### src/rtl/mips_run_controller.sv
// mips_run_controller: run sequencer and checker for a MIPS CPU under test.
// The controller resets the CPU and confirms that it becomes active. It then
// clocks the CPU until active falls, a timeout occurs or a data port conflict
// is seen. On entry to DONE it captures v0 and latches the reason for stopping.
// Optional build macro: MIPS_RUN_PAUSE_EN adds a 'pause' input. While pause is
// high in RUN, the CPU clock enable is dropped, the cycle counter holds and all
// checks are suspended.
module mips_run_controller #(
  parameter int DATA_W         = 32,
  parameter int CNT_W          = 16,
  parameter int TIMEOUT_CYCLES = 20,
  parameter int RESET_CYCLES   = 1,
  parameter int N_PORTS        = 1
) (
  input  logic               clk,
  input  logic               reset_n,
  input  logic               start,
  output logic               cpu_reset,
  output logic               cpu_clk_enable,
  input  logic               cpu_active,
  input  logic [DATA_W-1:0]  cpu_register_v0,
  input  logic [N_PORTS-1:0] mem_read,
  input  logic [N_PORTS-1:0] mem_write,
`ifdef MIPS_RUN_PAUSE_EN
  input  logic               pause,
`endif
  output logic               busy,
  output logic               done,
  output logic [DATA_W-1:0]  result,
  output logic [CNT_W-1:0]   cycle_count,
  output logic               err_timeout,
  output logic               err_no_active,
  output logic [N_PORTS-1:0] err_conflict
);

  localparam int RST_W = (RESET_CYCLES > 1) ? $clog2(RESET_CYCLES) : 1;

  // A timeout that the counter cannot reach, or an empty reset pulse, is a build error.
  if (TIMEOUT_CYCLES < 1 || (CNT_W < 31 && TIMEOUT_CYCLES >= (1 << CNT_W))) begin : g_bad_timeout
    $error("mips_run_controller: TIMEOUT_CYCLES must be >= 1 and < 2**CNT_W");
  end
  if (RESET_CYCLES < 1) begin : g_bad_reset
    $error("mips_run_controller: RESET_CYCLES must be >= 1");
  end

  typedef enum logic [2:0] {
    IDLE,
    RESET,
    CHECK,
    RUN,
    DONE
  } state_t;

  state_t             state, state_nxt;
  logic [RST_W-1:0]   rst_cnt, rst_cnt_nxt;
  logic [DATA_W-1:0]  result_nxt;
  logic [CNT_W-1:0]   count_nxt;
  logic [CNT_W-1:0]   count_inc;
  logic               err_timeout_nxt;
  logic               err_no_active_nxt;
  logic [N_PORTS-1:0] err_conflict_nxt;
  logic [N_PORTS-1:0] conflict_bits;
  logic               run_paused;
  logic               run_hold;

`ifdef MIPS_RUN_PAUSE_EN
  assign run_paused = pause;
`else
  assign run_paused = 1'b0;
`endif

  assign run_hold      = (state == RUN) && run_paused;
  assign conflict_bits = mem_read & mem_write;
  assign count_inc     = cycle_count + CNT_W'(1);

  // Next-state, counter and capture logic; everything holds unless a rule fires.
  always_comb begin
    state_nxt         = state;
    rst_cnt_nxt       = rst_cnt;
    result_nxt        = result;
    count_nxt         = cycle_count;
    err_timeout_nxt   = err_timeout;
    err_no_active_nxt = err_no_active;
    err_conflict_nxt  = err_conflict;
    case (state)
      IDLE, DONE: begin
        if (start) begin
          state_nxt         = RESET;
          rst_cnt_nxt       = '0;
          result_nxt        = '0;
          count_nxt         = '0;
          err_timeout_nxt   = 1'b0;
          err_no_active_nxt = 1'b0;
          err_conflict_nxt  = '0;
        end
      end
      RESET: begin
        if (rst_cnt == RST_W'(RESET_CYCLES - 1)) begin
          state_nxt = CHECK;
        end else begin
          rst_cnt_nxt = rst_cnt + RST_W'(1);
        end
      end
      CHECK: begin
        count_nxt = '0;
        if (!cpu_active) begin
          err_no_active_nxt = 1'b1;
          result_nxt        = cpu_register_v0;
          state_nxt         = DONE;
        end else begin
          state_nxt = RUN;
        end
      end
      RUN: begin
        if (!run_paused) begin
          count_nxt = count_inc;
          if (|conflict_bits) begin
            err_conflict_nxt = err_conflict | conflict_bits;
            result_nxt       = cpu_register_v0;
            state_nxt        = DONE;
          end else if (!cpu_active) begin
            result_nxt = cpu_register_v0;
            state_nxt  = DONE;
          end else if (count_inc == CNT_W'(TIMEOUT_CYCLES)) begin
            err_timeout_nxt = 1'b1;
            result_nxt      = cpu_register_v0;
            state_nxt       = DONE;
          end
        end
      end
      default: state_nxt = IDLE;
    endcase
  end

  // State and registered outputs; status outputs are decoded from the next state.
  always_ff @(posedge clk or negedge reset_n) begin
    if (!reset_n) begin
      state          <= IDLE;
      rst_cnt        <= '0;
      result         <= '0;
      cycle_count    <= '0;
      err_timeout    <= 1'b0;
      err_no_active  <= 1'b0;
      err_conflict   <= '0;
      busy           <= 1'b0;
      done           <= 1'b0;
      cpu_reset      <= 1'b0;
      cpu_clk_enable <= 1'b0;
    end else begin
      state          <= state_nxt;
      rst_cnt        <= rst_cnt_nxt;
      result         <= result_nxt;
      cycle_count    <= count_nxt;
      err_timeout    <= err_timeout_nxt;
      err_no_active  <= err_no_active_nxt;
      err_conflict   <= err_conflict_nxt;
      busy           <= (state_nxt == RESET) || (state_nxt == CHECK) || (state_nxt == RUN);
      done           <= (state_nxt == DONE);
      cpu_reset      <= (state_nxt == RESET);
      cpu_clk_enable <= (state_nxt == CHECK) || ((state_nxt == RUN) && !run_hold);
    end
  end

endmodule

### config.mk
export PLATFORM = sky130hd
export DESIGN_NAME = mips_run_controller
export DESIGN_NICKNAME = d
export VERILOG_FILES = /design/src/rtl/mips_run_controller.sv
export SDC_FILE = /design/constraint.sdc
export NUM_CORES = 1
export LEC_CHECK = 0
export CAP_MARGIN = 20
export CELL_PAD_IN_SITES_DETAIL_PLACEMENT = 1
export CELL_PAD_IN_SITES_GLOBAL_PLACEMENT = 2
export CORE_MARGIN = 3
export CORE_UTILIZATION = 25
export DETAILED_ROUTE_END_ITERATION = 6
export PLACE_DENSITY_LB_ADDON = 0.08
export SLEW_MARGIN = 20
export SYNTH_ARGS = -nofsm -noshare
export SYNTH_HDL_FRONTEND = slang
export SYNTH_SLANG_ARGS = --single-unit
### constraint.sdc
create_clock -name clk -period 2.3 [get_ports clk]
set_clock_uncertainty 0.05 [all_clocks]
set_input_delay 0.46 -clock clk [delete_from_list [all_inputs] [get_ports clk]]
set_output_delay 0.46 -clock clk [all_outputs]
set_load 0.05 [all_outputs]
==> out/metrics.cfg <==
[outcome]
status=finished with violations
violations=setup timing

[setup_path]
cp.arrival_ns=2.63
required_ns=2.47
cp_slowest_cell=or4bb_1
crit_family=simple AND/OR/NAND/NOR gates
end_kind=register
worstRegToRegCells=7
crit_buf_inv=0
crit_type=reg -> reg
rr_startpoint=cycle_count[0]
max_stage_delay_ns=0.52
crit_fanout=16
cp_cell_sequence=ha_4 > or2b_1 > or4bb_1 > a211oi_2 > nand4_4 > a21o_4 > a22o_1
critPathLaunchType=register
rrSetupSlack_ns=-0.16
worstReg2RegEnd=result[19]

[sta]
tightestPinTransition_ns=0.6507
rsz0062_at_grt=yes
fmax_mhz=407.2
period_minus_slack_ns=2.456
setup_viol=35
slew_headroom=0.5658
fin_ws_ns=-0.1558
fin_crit_sh=1.068
finalHoldViolCount=0
slew_viol_final=0

[synth]
syn-num-nets=269
synth_flop_cell=dfrtp_1
ys_ff_latch=58
synth_edf_count=0
syn_inst=230
ys_seq_area_frac=0.5617
syn_area_mm2=0.002584
synth_warnings=0
syn_area_per_cell_um2=11.23
yosysUniqueCellTypes=43
async_flop_share=1.000

[global_route]
grt-ovfl-total=0
grt_antenna_before_repair=0
grt_use_total=0.1514
grt_max_degree=59
grt_pass1_vias=2458
grt_pass1_wl_um=13600

[worst_hold_path]
min_path_type=in -> async

[die]
die_area_mm2=0.01159
num_io_pins=93
core-area_mm2=0.009910
start_util=0.2607
die_x_um=107.7
fp-row-count=36
die_h_um=107.7

[clocking]
root_buffer=clkbuf_8
path_clk_slew_ns=0.07
htreeDepth=3
cts_buffer_depth=2
cts_tree=built
cts_made_buffers=9
clock_latency_ns=0.33
cts_sinks=58

[finish]
fin_util=0.4149
final_cell_mix=clkdlybuf4s50_1 (91), dfrtp_1 (50), a22o_1 (31), buf_4 (31), o21ai_0 (27)
final_area_mm2=0.004111
mostFrequentLayoutCell=clkdlybuf4s50_1
layout.cells.non_filler=493
insertedDiodeCount=0
synthToLayoutAreaGrowth_pct=59.13
nets=394
drive_above_1_share=0.2167

[routing]
drtIter0Drc=60
finalWirelength_um=8315
dr_total_vias=2316
antenna_left=0
drt_first_pass_iters=4
vias_per_cell=4.698
drc=0
wl_per_cell_um=16.87

[placement]
port_buffers=92
dp_cells=475
place_congestion=0.7107
place_area_mm2=0.003875
hpwl_um=5574

[flow_run]
drv_cap=0

[power]
power.density_mw_per_mm2=1411
ir_drop_v=0.0006468
power.leakage_nw=1.736

[layer usage]
layer  vias to the layer above  share of wire  global-route usage
met5                         -              0                   0
met3                        12          0.044             0.03359
met2                        50           0.48              0.2309
met1                      1158           0.46              0.2095
li1                       1096              -                   -
met4                         0          0.014             0.05681
[how the worst max path moves through the flow]
stage | from | end | slack (ns) | cells past startpoint
3_3_place_gp | cycle_count[0] | result[27] | -0.15 | 7
2_1_floorplan | cycle_count[0] | result[0] | -0.27 | 8
6_report | cycle_count[0] | result[19] | -0.16 | 7
5_1_grt | cycle_count[0] | result[29] | -0.26 | 8
4_1_cts | cycle_count[0] | result[19] | -0.16 | 7
3_5_place_dp | cycle_count[0] | result[28] | -0.21 | 7
[sequential cells by signal, indices dropped and copies added (netlist names)]
| signal | cells |
|---|---|
| cpu_reset | 1 |
| busy | 1 |
| err_no_active | 1 |
| cycle_count | 16 |
| err_timeout | 1 |
| err_conflict | 1 |
| state | 3 |
| result | 32 |
| cpu_clk_enable | 1 |
| done | 1 |
[synth_stat cells (2+ instances only)]
master	number	area (um^2)
and3_1	2	12.51
xnor2_1	4	35.03
a31oi_1	3	18.77
buf_4	3	22.52
clkbuf_1	6	22.52
nor2_1	18	67.56
o31ai_1	3	22.52
buf_6	3	33.78
xor2_1	4	35.03
a21o_2	3	26.28
a21oi_1	4	20.02
nor3_1	5	25.02
nand3_1	10	50.05
nand2_1	19	71.32
dfrtp_1	58	1451
o21ai_0	27	135.1
a22o_1	31	271.5
a22o_2	2	20.02
[metrics by stage]
stage                     setup TNS [ns]  power (mW)  setup WS (ns)  hold WS [ns]
after global placement            -4.643       4.786        -0.1490        0.4320
after global routing              -8.381       6.140        -0.2601       0.09023
after detailed placement          -6.683       4.798        -0.2118        0.4302
final                             -4.822       5.802        -0.1558       0.05403
after CTS                         -4.876       5.895        -0.1562       0.07868
after floorplan                   -8.755       3.720        -0.2740        0.1144
[final cells by class]
cell class | count | area [um^2]
clock inverter | 4 | 50.05
inverter | 1 | 3.754
multi-input combinational | 160 | 1086
timing repair buffer | 125 | 1189
fill | 1112 | 5798
tap | 133 | 166.4
clock buffer | 12 | 155.1
sequential | 58 | 1461
[what timing repair did]
item | 4_1_cts | 5_1_grt
gates cloned | 2 | 0
setup endpoints to repair | 33 | 38
gates resized for setup | 1 | 1
setup buffers | 0 | 0
hold buffers | 0 | 0
[cells by family (layout without fill, tap and decap cells)]
kind of cell | count (synthesis) | in the layout | synth area share
buf+inv | 14 | 142 | 0.03583
compound gates | 79 | 81 | 0.2262
flops | 58 | 58 | 0.5617
simple gates | 69 | 69 | 0.1404
mux | 1 | 1 | 0.003874
fa+ha+maj | 1 | 1 | 0.004842
xor+xnor | 8 | 8 | 0.02712
[report_power, final]
part	total [mW]	internal, mW	switching, mW
logic	3.20	1.15	2.05
clock network	0.985	0.558	0.427
registers	1.62	1.40	0.219
Power figures use the tool's default switching activity.
